[src/rtl/block_move_ctrl.sv]
// Registered move controller for the falling tetromino.
// Turns synchronised button levels into single moves, with press-edge detection and
// auto-repeat, and keeps each move inside the board. Every move is confirmed by the
// collision checker through a req/done handshake. The committed position changes only
// when the checker approves the move.
module block_move_ctrl #(
    parameter int unsigned POS_W      = 10,
    parameter int unsigned ROT_W      = 2,
    parameter int unsigned X_MAX      = 9,
    parameter int unsigned Y_MAX      = 19,
    parameter int unsigned SPAWN_X    = 4,
    parameter int unsigned DAS_DELAY  = 16,
    parameter int unsigned ARR_PERIOD = 4
) (
    input  logic             clk,
    input  logic             rst,
    input  logic             left,
    input  logic             right,
    input  logic             down,
    input  logic             ro,
    input  logic             spawn,
    output logic             chk_req,
    output logic [POS_W-1:0] chk_x,
    output logic [POS_W-1:0] chk_y,
    output logic [ROT_W-1:0] chk_rot,
    input  logic             chk_done,
    input  logic             chk_ok,
    output logic [POS_W-1:0] block_pos_x,
    output logic [POS_W-1:0] block_pos_y,
    output logic [ROT_W-1:0] rotate,
    output logic             moved,
    output logic             blocked
);

    localparam int unsigned CNT_W = $clog2(DAS_DELAY + ARR_PERIOD + 1);
    localparam logic [CNT_W-1:0] DasCnt  = CNT_W'(DAS_DELAY);
    // Reaching DAS+ARR wraps back to DAS, so the repeat fires every ARR cycles.
    localparam logic [CNT_W-1:0] WrapCnt = CNT_W'(DAS_DELAY + ARR_PERIOD);

    typedef enum logic [0:0] {StIdle, StCheck} state_e;

    state_e state_q, state_d;

    // Previous button levels, bit order {ro, down, right, left}.
    logic [3:0]            prev_q;
    // Held counters for the repeating buttons, index 0 left, 1 right, 2 down.
    logic [2:0][CNT_W-1:0] cnt_q, cnt_d, cnt_inc;
    logic [2:0]            hold_btn, rep_ev;

    logic ev_left, ev_right, ev_down, ev_rot;
    logic p_left_q, p_right_q, p_down_q, p_rot_q;
    logic p_left_d, p_right_d, p_down_d, p_rot_d;

    logic [POS_W-1:0] pos_x_q, pos_y_q, chk_x_q, chk_y_q;
    logic [ROT_W-1:0] rot_q, chk_rot_q;
    logic             moved_q, blocked_q;

    logic             take_left, take_right, take_down, take_rot;
    logic             load_chk, drop, commit, reject, do_spawn;
    logic [POS_W-1:0] cand_x, cand_y;
    logic [ROT_W-1:0] cand_rot;

    assign hold_btn = {down, right, left};

    for (genvar i = 0; i < 3; i++) begin : g_rep
        assign cnt_inc[i] = cnt_q[i] + CNT_W'(1);
        assign cnt_d[i]   = !hold_btn[i]           ? '0     :
                            (cnt_inc[i] == WrapCnt) ? DasCnt : cnt_inc[i];
        assign rep_ev[i]  = hold_btn[i] && (cnt_d[i] == DasCnt);
    end

    assign ev_left  = (left  & ~prev_q[0]) | rep_ev[0];
    assign ev_right = (right & ~prev_q[1]) | rep_ev[1];
    assign ev_down  = (down  & ~prev_q[2]) | rep_ev[2];
    assign ev_rot   =  ro    & ~prev_q[3];

    // State register.
    always_ff @(posedge clk) begin
        if (rst) begin
            state_q <= StIdle;
        end else begin
            state_q <= state_d;
        end
    end

    // Next state: spawn, move selection with board clamping, and checker response.
    always_comb begin
        state_d    = state_q;
        take_left  = 1'b0;
        take_right = 1'b0;
        take_down  = 1'b0;
        take_rot   = 1'b0;
        load_chk   = 1'b0;
        drop       = 1'b0;
        commit     = 1'b0;
        reject     = 1'b0;
        do_spawn   = 1'b0;
        cand_x     = pos_x_q;
        cand_y     = pos_y_q;
        cand_rot   = rot_q;
        if (spawn) begin
            // Spawn abandons any outstanding check.
            do_spawn = 1'b1;
            state_d  = StIdle;
        end else begin
            case (state_q)
                StIdle: begin
                    if (p_rot_q) begin
                        take_rot = 1'b1;
                        cand_rot = rot_q + ROT_W'(1);
                        load_chk = 1'b1;
                    end else if (p_left_q) begin
                        take_left = 1'b1;
                        if (pos_x_q == '0) begin
                            drop = 1'b1;
                        end else begin
                            cand_x   = pos_x_q - POS_W'(1);
                            load_chk = 1'b1;
                        end
                    end else if (p_right_q) begin
                        take_right = 1'b1;
                        if (pos_x_q == POS_W'(X_MAX)) begin
                            drop = 1'b1;
                        end else begin
                            cand_x   = pos_x_q + POS_W'(1);
                            load_chk = 1'b1;
                        end
                    end else if (p_down_q) begin
                        take_down = 1'b1;
                        if (pos_y_q == POS_W'(Y_MAX)) begin
                            drop = 1'b1;
                        end else begin
                            cand_y   = pos_y_q + POS_W'(1);
                            load_chk = 1'b1;
                        end
                    end
                    if (load_chk) begin
                        state_d = StCheck;
                    end
                end
                StCheck: begin
                    if (chk_done) begin
                        state_d = StIdle;
                        commit  = chk_ok;
                        reject  = ~chk_ok;
                    end
                end
                default: state_d = StIdle;
            endcase
        end
    end

    // Sticky pending bits: new events set, selection clears, spawn and left+right clear.
    always_comb begin
        p_left_d  = (p_left_q  & ~take_left)  | ev_left;
        p_right_d = (p_right_q & ~take_right) | ev_right;
        p_down_d  = (p_down_q  & ~take_down)  | ev_down;
        p_rot_d   = (p_rot_q   & ~take_rot)   | ev_rot;
        if (left && right) begin
            p_left_d  = 1'b0;
            p_right_d = 1'b0;
        end
        if (do_spawn) begin
            p_left_d  = 1'b0;
            p_right_d = 1'b0;
            p_down_d  = 1'b0;
            p_rot_d   = 1'b0;
        end
    end

    // Datapath registers: button history, pending moves, candidate and committed position.
    always_ff @(posedge clk) begin
        if (rst) begin
            prev_q    <= '0;
            cnt_q     <= '0;
            p_left_q  <= 1'b0;
            p_right_q <= 1'b0;
            p_down_q  <= 1'b0;
            p_rot_q   <= 1'b0;
            chk_x_q   <= POS_W'(SPAWN_X);
            chk_y_q   <= '0;
            chk_rot_q <= '0;
            pos_x_q   <= POS_W'(SPAWN_X);
            pos_y_q   <= '0;
            rot_q     <= '0;
            moved_q   <= 1'b0;
            blocked_q <= 1'b0;
        end else begin
            prev_q    <= {ro, down, right, left};
            cnt_q     <= cnt_d;
            p_left_q  <= p_left_d;
            p_right_q <= p_right_d;
            p_down_q  <= p_down_d;
            p_rot_q   <= p_rot_d;
            if (load_chk) begin
                chk_x_q   <= cand_x;
                chk_y_q   <= cand_y;
                chk_rot_q <= cand_rot;
            end
            if (do_spawn) begin
                pos_x_q <= POS_W'(SPAWN_X);
                pos_y_q <= '0;
                rot_q   <= '0;
            end else if (commit) begin
                pos_x_q <= chk_x_q;
                pos_y_q <= chk_y_q;
                rot_q   <= chk_rot_q;
            end
            moved_q   <= commit;
            blocked_q <= reject | drop;
        end
    end

    // Outputs: request follows the CHECK state, everything else is registered.
    always_comb begin
        chk_req     = (state_q == StCheck);
        chk_x       = chk_x_q;
        chk_y       = chk_y_q;
        chk_rot     = chk_rot_q;
        block_pos_x = pos_x_q;
        block_pos_y = pos_y_q;
        rotate      = rot_q;
        moved       = moved_q;
        blocked     = blocked_q;
    end

endmodule
[config.mk]
export PLATFORM = sky130hd
export DESIGN_NAME = block_move_ctrl
export DESIGN_NICKNAME = d
export VERILOG_FILES = /design/src/rtl/block_move_ctrl.sv
export SDC_FILE = /design/constraint.sdc
export NUM_CORES = 1
export LEC_CHECK = 0
export CAP_MARGIN = 25
export CORE_ASPECT_RATIO = 1.4
export CORE_MARGIN = 2
export CORE_UTILIZATION = 27
export CTS_BUF_LIST = sky130_fd_sc_hd__clkbuf_2 sky130_fd_sc_hd__clkbuf_4 sky130_fd_sc_hd__clkbuf_8
export DETAILED_ROUTE_END_ITERATION = 7
export PLACE_DENSITY = 0.58
export SYNTH_ARGS = -nofsm -noshare
export SYNTH_HDL_FRONTEND = slang
export SYNTH_SLANG_ARGS = --single-unit
export TNS_END_PERCENT = 50
[constraint.sdc]
create_clock -name clk -period 2.63 [get_ports clk]
set_input_delay 0.3945 -clock clk [delete_from_list [all_inputs] [get_ports clk]]
set_output_delay 0.3945 -clock clk [all_outputs]
set_load 0.01 [all_outputs]
==> impl_metrics.json, run 1 <==
{
  "outcome": "finished clean",
  "synth_ff_type": "dfxtp_1",
  "synth_common_cells": "70 x dfxtp_1, 67 x nand2_1, 53 x nor2_1",
  "min_path_type": "reg -> reg",
  "setup_slack_ns": 0.0471,
  "min_period_ns": 2.58,
  "wl_mm": 10.2,
  "die_area_um2": 14200,
  "dpl.hpwl_mm": 7.21,
  "grt_overflow": 0,
  "tightestPinTransition_ns": 0.638,
  "leakagePower_nw": 1.55,
  "netlist_top_cells_area": "dfxtp_1 39%, nand2_1 7.1%, a211oi_2 6.0%",
  "root_buffer": "clkbuf_8",
  "critPathArrivalTime_ns": 2.80,
  "dieHeight_um": 140,
  "area_growth_pct": 31.0,
  "wl_per_cell_um": 15.5,
  "cts_hold_buf": 0,
  "clock_latency_ns": 0.36,
  "hold_viol": 0,
  "drt_iter0_drc": 190,
  "drive_above_1_share_pct": 18.6,
  "ir_drop_uv": 191,
  "clk_pin_slew_ns": 0.08,
  "first_global_vias": 3412,
  "fmax_mhz": 387,
  "reg2reg_slack_ns": 0.05,
  "yosysTopAreaCell": "dfxtp_1",
  "coreArea_um2": 12900,
  "cts_tree": "yes",
  "synthesis.nets": 451,
  "synthArstFlopShare_pct": 0,
  "yosysWarnings": 0,
  "fill_cells": 1353,
  "layout.cells.non_filler": 658,
  "synth.distinct_cells": 52,
  "place_congestion": 0.916,
  "tns_ns": 0,
  "final_nets": 517,
  "critPathMaxFanout": 18,
  "cts_max_level": 3,
  "io_pins": 56,
  "die_w_um": 101,
  "yosys_register_bits": 70,
  "route.detailed.drc": 0,
  "synth_most_common_cell": "dfxtp_1",
  "startpoint_type": "flop",
  "regArea_um2": 1420,
  "final_util_pct": 36.3,
  "multi_input_area_um2": 2100,
  "vias": 3336,
  "end_kind": "flop",
  "syn-cell-area_um2": 3560,
  "num_antenna_cells": 0,
  "maxCapViolCount": 0,
  "synthCells": 434,
  "synth_edf_count": 0,
  "synth_top_area_share_pct": 39.3,
  "cts.sinks": 70,
  "final-setup-viol-count": 0,
  "skew_ns": 0.0101,
  "syn-mean-instance-area_um2": 8.21,
  "drt_first_pass_iters": 5,
  "rsz0062_at_grt": "yes",
  "num_rows": 49,
  "slew_violations": 0,
  "fin_crit_sh_pct": 98.2,
  "grt_antenna_before_repair": 0,
  "grt_max_degree": 30,
  "synth-seq-area-share_pct": 39.3,
  "cts_buffer_depth": 2,
  "cts_buffers": 9,
  "grt_first_pass_wirelength_mm": 17.0,
  "worstSetupPathType": "reg -> reg",
  "slew_headroom_pct": 57.4,
  "port_buffers": 55,
  "pre_cts_ws_ns": -0.0138,
  "start_util_pct": 27.7,
  "cp.required_ns": 2.85,
  "powerDensity_nw_per_um2": 470,
  "hold_slack_ns": 0.475,
  "antenna_left": 0,
  "vias_per_cell": 5.07,
  "placed_cells": 641,
  "grt_use_total_pct": 15.0
}
## layer usage
| metal | GRT usage, % | vias to the layer above | share of wire (%) |
|---|---|---|---|
| met3 | 3.79 | 21 | 5.5 |
| met1 | 17.9 | 1566 | 42 |
| met4 | 6.47 | 0 | 2.9 |
| met2 | 25.0 | 94 | 49 |
| li1 | - | 1655 | - |
| met5 | 0 | - | 0 |
## state kept, by name, summed over array words and instances, names as in the netlist
signal and flops:
block_pos_x 10, block_pos_y 10, blocked 1, chk_req 1, chk_rot 2, chk_x 10
chk_y 10, cnt_q 15, moved 1, p_down_q 1, p_left_q 1, p_right_q 1
p_rot_q 1, prev_q 4, rotate 2
## repair_timing
item,CTS,global route
pin swaps,0,1
cloned,1,0
setup buffers,0,0
endpoints found under the setup margin,6,13
resized for setup,1,5
## layout make-up
class | instances | area share (%)
multi-input combinational | 327 | 45.0
sequential | 70 | 30.3
timing repair buffer | 80 | 15.8
tap | 153 | 4.10
clock buffer | 12 | 3.27
inverter | 12 | 1.07
clock inverter | 4 | 0.482
## critical path, stage by stage (launching register included)
cell and delay (ns):
dfxtp_4 0.34, or4_4 0.57, o41a_1 0.45, or4_4 0.54
and2_4 0.32, nor2_1 0.16, a211oi_2 0.06
## cells in the final DEF (no fill, tap or decap), types with 12 or more instances in the layout
master and count:
dfxtp_1 65, xor2_1 13, buf_4 25, a21oi_1 34
a211oi_2 17, nand3_1 12, nand2_1 67, clkdlybuf4s50_1 55
nor2_1 38, o21ai_0 14
## report_power, final
group,switching (mW),internal (mW)
registers,0.0402,1.09
logic,0.145,0.127
clock network,0.406,0.384
## path summary, 6_finish.rpt
check / startpoint / endpoint / cells past startpoint
worst min register to register: cnt_q[0] / cnt_q[0] / 1
worst min-delay path: cnt_q[0] / cnt_q[0] / 1
worst max register to register: block_pos_x[4] / chk_y[1] / 6
worst max-delay path: block_pos_x[4] / chk_y[1] / 6
## through the flow
stage	area (um^2)	power [mW]
floorplan	3690	1.32
global placement	4470	1.42
detailed placement	4470	1.42
CTS	4650	2.22
global route	4670	2.29
finish	4670	2.19
## kinds of logic after synthesis
family,after synthesis,share of synthesized area (%)
DFF,70,39.3
buffers and inverters,38,5.19
adders and majority gates,8,2.81
and+or+nand+nor,198,27.1
AOI/OAI and AO/OA,94,19.1
xor gates and xnor gates,23,5.65
muxes,3,0.842
Power figures use the tool's default switching activity.
==> run 2, diff against run 1 <==
CORE_MARGIN = not set   (was 2)
==> impl_metrics.json, run 2 (same netlist as run 1, synthesis figures left out) <==
{
  "cts_tree": "yes",
  "regArea_um2": 1420,
  "wl_per_cell_um": 14.6,
  "cts_buffer_depth": 2,
  "antenna_left": 0,
  "startpoint_type": "flop",
  "port_buffers": 55,
  "drt_iter0_drc": 138,
  "tns_ns": 0,
  "dpl.hpwl_mm": 7.18,
  "die_w_um": 99.1,
  "clock_latency_ns": 0.35,
  "maxCapViolCount": 0,
  "crit_path_top_delay_cell": "or4_4",
  "fill_cells": 1317,
  "cts.sinks": 70,
  "rsz0062_at_grt": "no",
  "route.detailed.drc": 0,
  "cp_slowest_stage_delay_ns": 0.58,
  "first_global_vias": 3200,
  "drive_above_1_share_pct": 18.3,
  "slew_violations": 0,
  "grt_first_pass_wirelength_mm": 15.7,
  "regMostFlops": "cnt_q",
  "grt_use_total_pct": 14.7,
  "path_cells": "or4_4 -> o41a_1 -> or4_4 -> and2_4 -> buf_4 -> nor2_1 -> a211oi_2",
  "finalPower_mw": 2.42,
  "fin_crit_sh_pct": 97.2,
  "cp.required_ns": 2.85,
  "root_buffer": "clkbuf_8",
  "cts_max_level": 3,
  "fmax_mhz": 391,
  "min_period_ns": 2.56,
  "mostFrequentLayoutCells": "67 x nand2_1, 65 x dfxtp_1, 55 x clkdlybuf4s50_1",
  "start_util_pct": 27.7,
  "ir_drop_uv": 310,
  "largest_reg_flops": 15,
  "vias": 3302,
  "cts_buffers": 9,
  "dieHeight_um": 138,
  "tightestPinTransition_ns": 0.634,
  "worstSetupPathType": "reg -> reg",
  "hold_viol": 0,
  "outcome": "finished clean",
  "end_kind": "flop",
  "area_growth_pct": 34.1,
  "layout_commonest_cell": "nand2_1",
  "place_congestion": 0.885,
  "final_util_pct": 37.1,
  "vias_per_cell": 5.00,
  "multi_input_area_um2": 2080,
  "io_pins": 56,
  "slew_headroom_pct": 57.7,
  "final_nets": 520,
  "clk_pin_slew_ns": 0.07,
  "num_rows": 49,
  "hold_slack_ns": 0.469,
  "wl_mm": 9.64,
  "die_area_um2": 13700,
  "drt_first_pass_iters": 4,
  "grt_max_degree": 30,
  "crit_top_cell": "or4_4",
  "powerDensity_nw_per_um2": 507,
  "leakagePower_nw": 1.61,
  "grt_overflow": 0,
  "grt_antenna_before_repair": 0,
  "cts_hold_buf": 0,
  "skew_ns": 0.0130,
  "min_path_type": "reg -> reg",
  "num_antenna_cells": 0,
  "coreArea_um2": 12900,
  "final-setup-viol-count": 0,
  "critPathArrivalTime_ns": 2.78,
  "critPathMaxFanout": 10
}
run 2: cell count changes in the layout (fill, tap and decap cells not counted), sizes merged:
cell | before | now
bufinv | 0 | 2
buf | 25 | 29
clkbuf | 12 | 13
clkinvlp | 1 | 0
clkinv | 3 | 1
and2 | 3 | 2
run 2: final timing paths:
path,start,endpoint,slack [ns],cells after the start
worst max-delay path,block_pos_x[4],chk_y[9],0.07,7
worst min-delay path,cnt_q[10],cnt_q[10],0.47,1
worst max register to register,block_pos_x[4],chk_y[9],0.07,7
worst min register to register,cnt_q[10],cnt_q[10],0.47,1
run 2: power by group:
part | internal (mW) | leakage, nW | switching [mW]
sequential | 1.09 | 0.572 | 0.0396
combinational | 0.142 | 0.912 | 0.140
clock | 0.621 | 0.123 | 0.390
run 2: stage by stage:
stage	setup WS, ns	std cells	cell area, um^2
floorplan	-0.00390	434	3690
global placement	0.0444	639	4490
detailed placement	0.0489	639	4490
CTS	0.0456	655	4730
global route	0.00146	661	4780
finish	0.0736	661	4780
run 2: area by class of cell:
| type | count | area share, % |
|---|---|---|
| multi-input combinational | 326 | 43.5 |
| sequential | 70 | 29.6 |
| timing repair buffer | 84 | 16.9 |
| tap | 153 | 4.00 |
| clock buffer | 13 | 3.61 |
| clock inverter | 3 | 1.36 |
| inverter | 12 | 1.05 |
run 2: timing repair:
action	4_1_cts	5_1_grt
endpoints found under the hold margin	0	0
endpoints found under the setup margin	0	15
gates resized for setup	0	1
buffers inserted	0	6
run 2: routing by layer:
layer	wire length (um)	GRT usage, %	part of all wire (%)
met1	4120	16.8	43
met2	4810	25.8	50
met3	482	3.33	5.0
met4	219	7.11	2.3
met5	0	0	0
run 2: worst max-delay path, delay by kind of cell, from the launching register on:
| family | cells | cell delay [ns] |
|---|---|---|
| buffers and inverters | 1 | 0.15 |
| AND/OR/NAND/NOR | 4 | 1.44 |
| AO/OA/AOI/OAI | 2 | 0.50 |
| flip-flops | 1 | 0.34 |
==> patch, RTL diff (flow settings as in run 1) <==
Change the parameter `POS_W` from 10 to 5.
--- a/src/rtl/block_move_ctrl.sv
+++ b/src/rtl/block_move_ctrl.sv
@@ -5,5 +5,5 @@
 // when the checker approves the move.
 module block_move_ctrl #(
-    parameter int unsigned POS_W      = 10,
+    parameter int unsigned POS_W      = 5,
     parameter int unsigned ROT_W      = 2,
     parameter int unsigned X_MAX      = 9,
Ports: changed (resized block_pos_x, block_pos_y, chk_x and chk_y); port bits go from 56 to 36. The function was not compared with the original's and may differ.
==> patch against run 1 <==
Global-route usage down 1.5 points; routed wire length down 34%; non-clock buffer count down 41; area after synthesis down 27%; sequential cell count down 20; count of clock-buffer cells in the layout down 7; worst setup slack better by 0.43 ns; highest routed layer unchanged; design area down 33%; power down 36%.
==> patch: results (changes against run 1) <==
| Metric | Value |
|---|---|
| Synth area leaders | `dfxtp_1, nand2_1, a21oi_1, ha_1, nand3_1` |
| GR Util All Layers | `13.5% (-1.5 points)` |
| Global-route wire length before repair | `11,300 um (-34%)` |
| WL met2 | `3210 um (-36%)` |
| Met3 GRT Util | `2.80% (-0.99 points)` |
| CP peak stage delay | `0.55 ns (-0.02 ns)` |
| Maximum vdd ir drop | `0.322 mV (+68%)` |
| Grt met2 use | `22.0% (-3.0 points)` |
| CP max FO | `10 (-8)` |
| Share of cells above drive strength 1 | `8.38% (-10 points)` |
| Post-CTS sizing | `0 (-1)` |
| Final Net Count | `350 (-32%)` |
| Lkg Pwr | `1.11 nW (-29%)` |
| Met3 wire length | `260 um (-54%)` |
| Dpl hpwl | `4740 um (-34%)` |
| IO Port Bufs | `35 (-36%)` |
| DR iter-0 viols | `151 (-21%)` |
| Largest net degree at the start of global routing | `18 (-40%)` |
| Avg Cell Area, Syn | `8.60 um^2 (+4.7%)` |
| Kind of cell adding the most delay to the critical path | `compound AO/OA/AOI/OAI gates` |
| Gpl congestion | `0.889 (-3.0%)` |
| Final wirelength | `6710 um (-34%)` |
| Place WS | `0.430 ns (+0.444 ns)` |
| Worst path slowest cell | `or4b_4` |
| Status | `complete, no violations` |
| Reg-to-reg slack, setup | `0.48 ns (+0.43 ns)` |
| Clock latency on the worst-skew pair | `0.31 ns (-0.05 ns)` |
==> patch: worst register-to-register path: stages, from the launching register on <==
cell and delay [ns]:
dfxtp_1 0.42, inv_1 0.14, ha_1 0.18, or4b_4 0.55, a2bb2oi_4 0.33, a21oi_1 0.19, o211a_1 0.24
==> patch: metrics by stage <==
stage	power (mW)	area, um^2
final	1.40	3130
after global placement	0.973	3050
after CTS	1.41	3130
after detailed placement	0.974	3050
after global routing	1.46	3130
after floorplan	0.907	2610
==> patch: final cells by class <==
cell class                 count  area share, %
clock buffer                   5           2.20
timing repair buffer          39           12.2
sequential                    50           32.0
clock inverter                 2          0.320
tap                          110           4.40
multi-input combinational    226           47.5
inverter                      12           1.44
==> patch: logic make-up after synthesis <==
logic type      synth area share, %
xor+xnor                       4.37
compound gates                 20.2
fa+ha+maj                      3.36
buf+inv                        4.56
simple gates                   27.9
flops                          38.4
mux                            1.15
==> patch: worst min-delay path by stage <==
| stage | to | from | slack [ns] | cells past startpoint |
|---|---|---|---|---|
| global route | p_left_q | prev_q[0] | 0.43 | 1 |
| finish | p_left_q | prev_q[0] | 0.42 | 1 |
| CTS | p_left_q | prev_q[0] | 0.42 | 1 |
| global placement | p_left_q | prev_q[0] | 0.41 | 1 |
| floorplan | p_left_q | prev_q[0] | 0.39 | 1 |
| detailed placement | p_left_q | prev_q[0] | 0.40 | 1 |
==> patch: power by group <==
| group | total, mW | leakage (nW) | internal, mW | switching (mW) |
|---|---|---|---|---|
| Clock | 0.440 | 0.0438 | 0.179 | 0.261 |
| Sequential | 0.796 | 0.406 | 0.775 | 0.0203 |
| Combinational | 0.161 | 0.655 | 0.0703 | 0.0910 |
| Total | 1.40 | 1.11 | 1.03 | 0.372 |
